## src/rtl/worley_noise_pipe.sv

```systemverilog
// rtl/worley_noise_pipe.sv - animated feature points and 3-stage Worley noise pipeline
module worley_noise_pipe #(
   parameter int NUM_POINTS = 4,
   parameter int COORD_W    = 10,
   parameter int VEL_W      = 4,
   parameter int H_LIMIT    = 639,
   parameter int V_LIMIT    = 479,
   parameter int OUT_W      = 8,
   parameter int DIST_SHIFT = 8
) (
   input  logic                      clk,
   input  logic                      reset,
   input  logic                      frame_tick,
   input  logic                      cfg_we,
   input  logic [2:0]                cfg_idx,
   input  logic [COORD_W-1:0]        cfg_x,
   input  logic [COORD_W-1:0]        cfg_y,
   input  logic signed [VEL_W-1:0]   cfg_vx,
   input  logic signed [VEL_W-1:0]   cfg_vy,
   input  logic                      mode,
   input  logic                      pix_valid,
   input  logic [COORD_W-1:0]        pix_x,
   input  logic [COORD_W-1:0]        pix_y,
   output logic                      noise_valid,
   output logic [OUT_W-1:0]          noise,
   output logic [2:0]                nearest_idx
);

   // squared distance holds dx^2 + dy^2 without truncation
   localparam int DW = 2 * COORD_W + 1;
   // signed step arithmetic needs one bit more than a coordinate
   localparam int SW = COORD_W + 1;
   localparam logic [DW-1:0] SAT = DW'((1 << OUT_W) - 1);

   // One axis of motion: step by v, clamp to [0, lim] and reverse on contact.
   function automatic logic [COORD_W+VEL_W-1:0] f_step(
      input logic [COORD_W-1:0]      p,
      input logic signed [VEL_W-1:0] v,
      input int                      lim
   );
      logic signed [SW-1:0] n;
      logic signed [SW-1:0] l;
      n = $signed({1'b0, p}) + SW'(v);
      l = SW'(lim);
      if (n[SW-1])
         return {{COORD_W{1'b0}}, -v};
      else if (n > l)
         return {COORD_W'(lim), -v};
      else
         return {n[COORD_W-1:0], v};
   endfunction

   logic [COORD_W-1:0]        r_px [NUM_POINTS];
   logic [COORD_W-1:0]        r_py [NUM_POINTS];
   logic signed [VEL_W-1:0]   r_vx [NUM_POINTS];
   logic signed [VEL_W-1:0]   r_vy [NUM_POINTS];

   logic [COORD_W-1:0]        r_dx [NUM_POINTS];
   logic [COORD_W-1:0]        r_dy [NUM_POINTS];
   logic                      r_v1;
   logic                      r_m1;

   logic [DW-1:0]             r_d [NUM_POINTS];
   logic                      r_v2;
   logic                      r_m2;

   logic [DW-1:0]             w_f1;
   logic [DW-1:0]             w_f2;
   logic [2:0]                w_idx;
   logic [DW-1:0]             w_sh;
   logic [OUT_W-1:0]          w_s;
   logic [OUT_W-1:0]          w_noise;

   // point state: spread along the centre line at reset, then cfg write or per-frame step
   always_ff @(posedge clk) begin
      for (int i = 0; i < NUM_POINTS; i++) begin
         if (reset) begin
            r_px[i] <= COORD_W'((2 * i + 1) * (H_LIMIT + 1) / (2 * NUM_POINTS));
            r_py[i] <= COORD_W'((V_LIMIT + 1) / 2);
            r_vx[i] <= VEL_W'(1);
            r_vy[i] <= (i % 2 == 0) ? VEL_W'(1) : VEL_W'(-1);
         end else if (cfg_we && int'(cfg_idx) == i) begin
            r_px[i] <= cfg_x;
            r_py[i] <= cfg_y;
            r_vx[i] <= cfg_vx;
            r_vy[i] <= cfg_vy;
         end else if (frame_tick) begin
            {r_px[i], r_vx[i]} <= f_step(r_px[i], r_vx[i], H_LIMIT);
            {r_py[i], r_vy[i]} <= f_step(r_py[i], r_vy[i], V_LIMIT);
         end
      end
   end

   // S1: per-point absolute coordinate differences, mode travels with the pixel
   always_ff @(posedge clk) begin
      if (reset)
         r_v1 <= 1'b0;
      else
         r_v1 <= pix_valid;
      r_m1 <= mode;
      for (int i = 0; i < NUM_POINTS; i++) begin
         r_dx[i] <= (pix_x >= r_px[i]) ? pix_x - r_px[i] : r_px[i] - pix_x;
         r_dy[i] <= (pix_y >= r_py[i]) ? pix_y - r_py[i] : r_py[i] - pix_y;
      end
   end

   // S2: full-width squared distances
   always_ff @(posedge clk) begin
      if (reset)
         r_v2 <= 1'b0;
      else
         r_v2 <= r_v1;
      r_m2 <= r_m1;
      for (int i = 0; i < NUM_POINTS; i++)
         r_d[i] <= DW'(r_dx[i]) * DW'(r_dx[i]) + DW'(r_dy[i]) * DW'(r_dy[i]);
   end

   // S3 combinational: smallest two distances (strict compare keeps lowest index on ties) and shaping
   always_comb begin
      w_f1  = '1;
      w_f2  = '1;
      w_idx = '0;
      for (int i = 0; i < NUM_POINTS; i++) begin
         if (r_d[i] < w_f1) begin
            w_f2  = w_f1;
            w_f1  = r_d[i];
            w_idx = 3'(i);
         end else if (r_d[i] < w_f2) begin
            w_f2 = r_d[i];
         end
      end
      w_sh    = r_m2 ? (w_f2 - w_f1) >> DIST_SHIFT : w_f1 >> DIST_SHIFT;
      w_s     = (w_sh > SAT) ? '1 : w_sh[OUT_W-1:0];
      w_noise = r_m2 ? w_s : ~w_s;
   end

   // S3 output register; idle slots present zeros
   always_ff @(posedge clk) begin
      if (reset) begin
         noise_valid <= 1'b0;
         noise       <= '0;
         nearest_idx <= '0;
      end else begin
         noise_valid <= r_v2;
         noise       <= r_v2 ? w_noise : '0;
         nearest_idx <= r_v2 ? w_idx : '0;
      end
   end

endmodule
```

## config.mk

```make
export PLATFORM = sky130hd
export DESIGN_NAME = worley_noise_pipe
export DESIGN_NICKNAME = d
export VERILOG_FILES = /design/src/rtl/worley_noise_pipe.sv
export SDC_FILE = /design/constraint.sdc
export NUM_CORES = 2
export LEC_CHECK = 0
export CAP_MARGIN = 25
export CORE_MARGIN = 2
export CORE_UTILIZATION = 55
export CTS_BUF_LIST = sky130_fd_sc_hd__clkbuf_2 sky130_fd_sc_hd__clkbuf_4 sky130_fd_sc_hd__clkbuf_8
export DETAILED_ROUTE_END_ITERATION = 7
export PLACE_DENSITY = 0.81
export SLEW_MARGIN = 20
export SYNTH_ARGS = -nofsm -noshare
export SYNTH_HDL_FRONTEND = slang
export SYNTH_SLANG_ARGS = --single-unit
```

## constraint.sdc

```tcl
create_clock -name clk -period 12.2 [get_ports clk]
set_input_delay 2.44 -clock clk [delete_from_list [all_inputs] [get_ports clk]]
set_output_delay 2.44 -clock clk [all_outputs]
set_load 0.01 [all_outputs]
```

==> impl_metrics.tcl <==
set metrics [dict create \
    hold_class "reg -> reg" \
    tightest_slew_ns 1.00 \
    ys_warn_count 0 \
    num-fill-cells 6952 \
    crit_path_end_kind "register" \
    post-route-period-util_pct 90.8 \
    grt_pass1_wl_mm 188 \
    area_growth_pct 6.29 \
    grt_max_degree 95 \
    routed-via-count 35986 \
    crit_fanout 50 \
    dp_hpwl_mm 96.0 \
    coreArea_mm2 0.0818 \
    drt_pass1_iterations 5 \
    worst_ep_arrival_time_ns 11.58 \
    overflow 0 \
    drtIter0Drc 2461 \
    syn_avg_cell_area_um2 8.62 \
    rsz0062_at_grt "false" \
    critPathLaunchType "register" \
    synth_top_area_share_pct 23.7 \
    synth_edf_count 0 \
    cts_buffers 53 \
    clk_latency_ns 0.69 \
    synth_area_leaders "fa_1, ha_1, dfxtp_1" \
    path_class "reg -> reg" \
    drive_gt1_share_pct 3.61 \
    holdBufCountCts 0 \
    antenna_found_initial 4 \
    ys_seq_area_share_pct 12.8 \
    gp_congestion 0.982 \
    reg2reg_slack_ns 1.12 \
    start_util_pct 55.4 \
    pin_count 69 \
    vias_per_cell 5.65 \
    fin_nets 6544 \
    ys_types 84 \
    setup_viol 0 \
    final_hold_viol_count 0 \
    crit_path_top_delay_cell "o31ai_4" \
    fp.dieW_um 291 \
    postSynthCellCount 5264 \
    status "complete, no violations" \
    syn-num-nets 6556 \
    clock.fmax_ghz 0.0902 \
    fin_setup_tns_ns 0 \
    htree_levels 2 \
    syn-cell-area_mm2 0.0454 \
    clock-skew-final_ns 0.0500 \
    slowest_delay_ns 0.73 \
    rows 105 \
    die_y_um 291 \
    finalCriticalPeriod_ns 11.08 \
    grt_pass1_vias 37104 \
    clkSinkCount 291 \
    route.detailed.wl_per_inst_um 18.0 \
    cts_root_buf "clkbuf_8" \
    antenna_left 0 \
    port_buffers 67 \
    fin_hold_ws_ns 0.341 \
    synth-seq-cells 291 \
    cp.required_ns 12.70 \
    drc 0 \
    cts.clk_slew.worst_paths_ns 0.07 \
    cts_buffer_depth 3 \
    async_flop_share_pct 0 \
    grt_use_total_pct 27.4 \
    totalWireLength_mm 114 \
    synth_area_leader_cell "fa_1" \
    cts_tree "yes" \
    max-cap-violations 0 \
    die-area_mm2 0.0848 \
    ys.flop_type "dfxtp_1" \
    slew_headroom_pct 33.0 \
    cts_resized 0 \
    slew_viol_final 0 \
    post_cts_buffers 0 \
]
kinds of logic (layout without fill, tap and decap cells):
logic type / after synthesis / count (layout) / synth area share [%]
fa+ha+maj: 1235 / 1235 / 43.0
simple gates: 1143 / 1143 / 12.3
buf+inv: 1141 / 1171 / 9.52
compound gates: 1047 / 1047 / 14.0
flops: 291 / 291 / 12.8
xor+xnor: 269 / 269 / 5.21
mux: 137 / 137 / 3.14
other cells: 1 / 2 / 0.00827
metrics by stage:
stage                     worst slack (ns)  area, um^2  std cells  util [%]
after floorplan                       2.81       45400       5264         -
final                                 1.12       48200       6365      58.9
after detailed placement              1.38       46900       6265      57.3
after global placement                1.31       46900       6264      57.3
after global routing                 0.329       48200       6364      58.9
after CTS                             1.30       48200       6362      58.9
cell usage after synthesis (17+ instances only):
library cell and n:
inv_1 979, ha_1 697, fa_1 538, a21oi_1 372
nand2_1 313, o21ai_0 293, dfxtp_1 291, nor2_1 274
and2_1 202, xnor2_1 192, clkbuf_1 138, mux2i_1 100
o21bai_1 88, a21o_1 87, nor3_1 79, xor2_1 76
nand3_1 66, nor2b_1 55, a211oi_1 39, mux2_2 34
nand4_1 34, and3_1 25, nand2b_1 19, nor4_1 19
o21a_1 19, or3_1 17
cell type report:
| type | instances | area, um^2 | share of cell area [%] |
|---|---|---|---|
| multi-input cells | 3832 | 35200 | 73.1 |
| flip-flops and latches | 291 | 5830 | 12.1 |
| inverters | 980 | 3680 | 7.63 |
| well taps | 1070 | 1340 | 2.78 |
| clock buffers | 72 | 935 | 1.94 |
| repair buffers | 94 | 861 | 1.79 |
| clock inverters | 25 | 335 | 0.696 |
| diodes | 1 | 2.50 | 0.00519 |
metal layers:
| metal | part of all wire, % | GRT usage [%] | vias to the layer above |
|---|---|---|---|
| met4 | 5.1 | 12.7 | 6 |
| met1 | 42 | 34.6 | 17305 |
| met3 | 5.3 | 2.99 | 299 |
| met2 | 48 | 46.9 | 1162 |
| met5 | 0.036 | 0 | - |
| li1 | - | - | 17214 |
worst max-delay path, delay by kind of cell, from the launching register on:
kind | cells | cell delay [ns]
AOI/OAI and AO/OA | 19 | 4.08
adders and majority gates | 4 | 1.34
buffers and inverters | 3 | 0.75
DFF | 1 | 0.33
muxes | 2 | 0.41
and+or+nand+nor | 14 | 3.99
path summary, 6_finish.rpt:
path | start | end | cells past startpoint
worst max-delay path | r_d[0][19] | noise[6] | 42
worst min-delay path | r_m1 | r_m2 | 0
worst max register to register | r_d[0][19] | noise[6] | 42
worst min register to register | r_m1 | r_m2 | 0
cell usage in the layout (no fill, tap or decap), types with 19 or more instances in the layout:
master | Yosys | layout
nor2_1 | 274 | 273
mux2_2 | 34 | 34
fa_1 | 538 | 538
buf_4 | 2 | 26
clkbuf_8 | 0 | 63
o21a_1 | 19 | 19
a21oi_1 | 372 | 372
ha_1 | 697 | 697
nand4_1 | 34 | 34
nand2_1 | 313 | 313
dfxtp_1 | 291 | 291
o21bai_1 | 88 | 88
nor4_1 | 19 | 19
xor2_1 | 76 | 76
xnor2_1 | 192 | 192
nand2b_1 | 19 | 19
nand3_1 | 66 | 66
a211oi_1 | 39 | 39
inv_1 | 979 | 979
a21o_1 | 87 | 87
nor2b_1 | 55 | 55
nor3_1 | 79 | 77
clkdlybuf4s50_1 | 0 | 65
mux2i_1 | 100 | 100
o21ai_0 | 293 | 293
and2_1 | 202 | 202
and3_1 | 25 | 25
registers in the layout (all words and copies together), names as in the netlist:
signal       flops
r_dy            40
r_v2             1
r_vx            16
r_vy            16
r_m2             1
nearest_idx      2
r_d             84
r_dx            40
noise            8
r_py            40
r_v1             1
noise_valid      1
r_m1             1
r_px            40
Power is left out: the tool's default activity adds up to more than one toggle a clock period on the data nets, which glitch-free logic cannot reach.
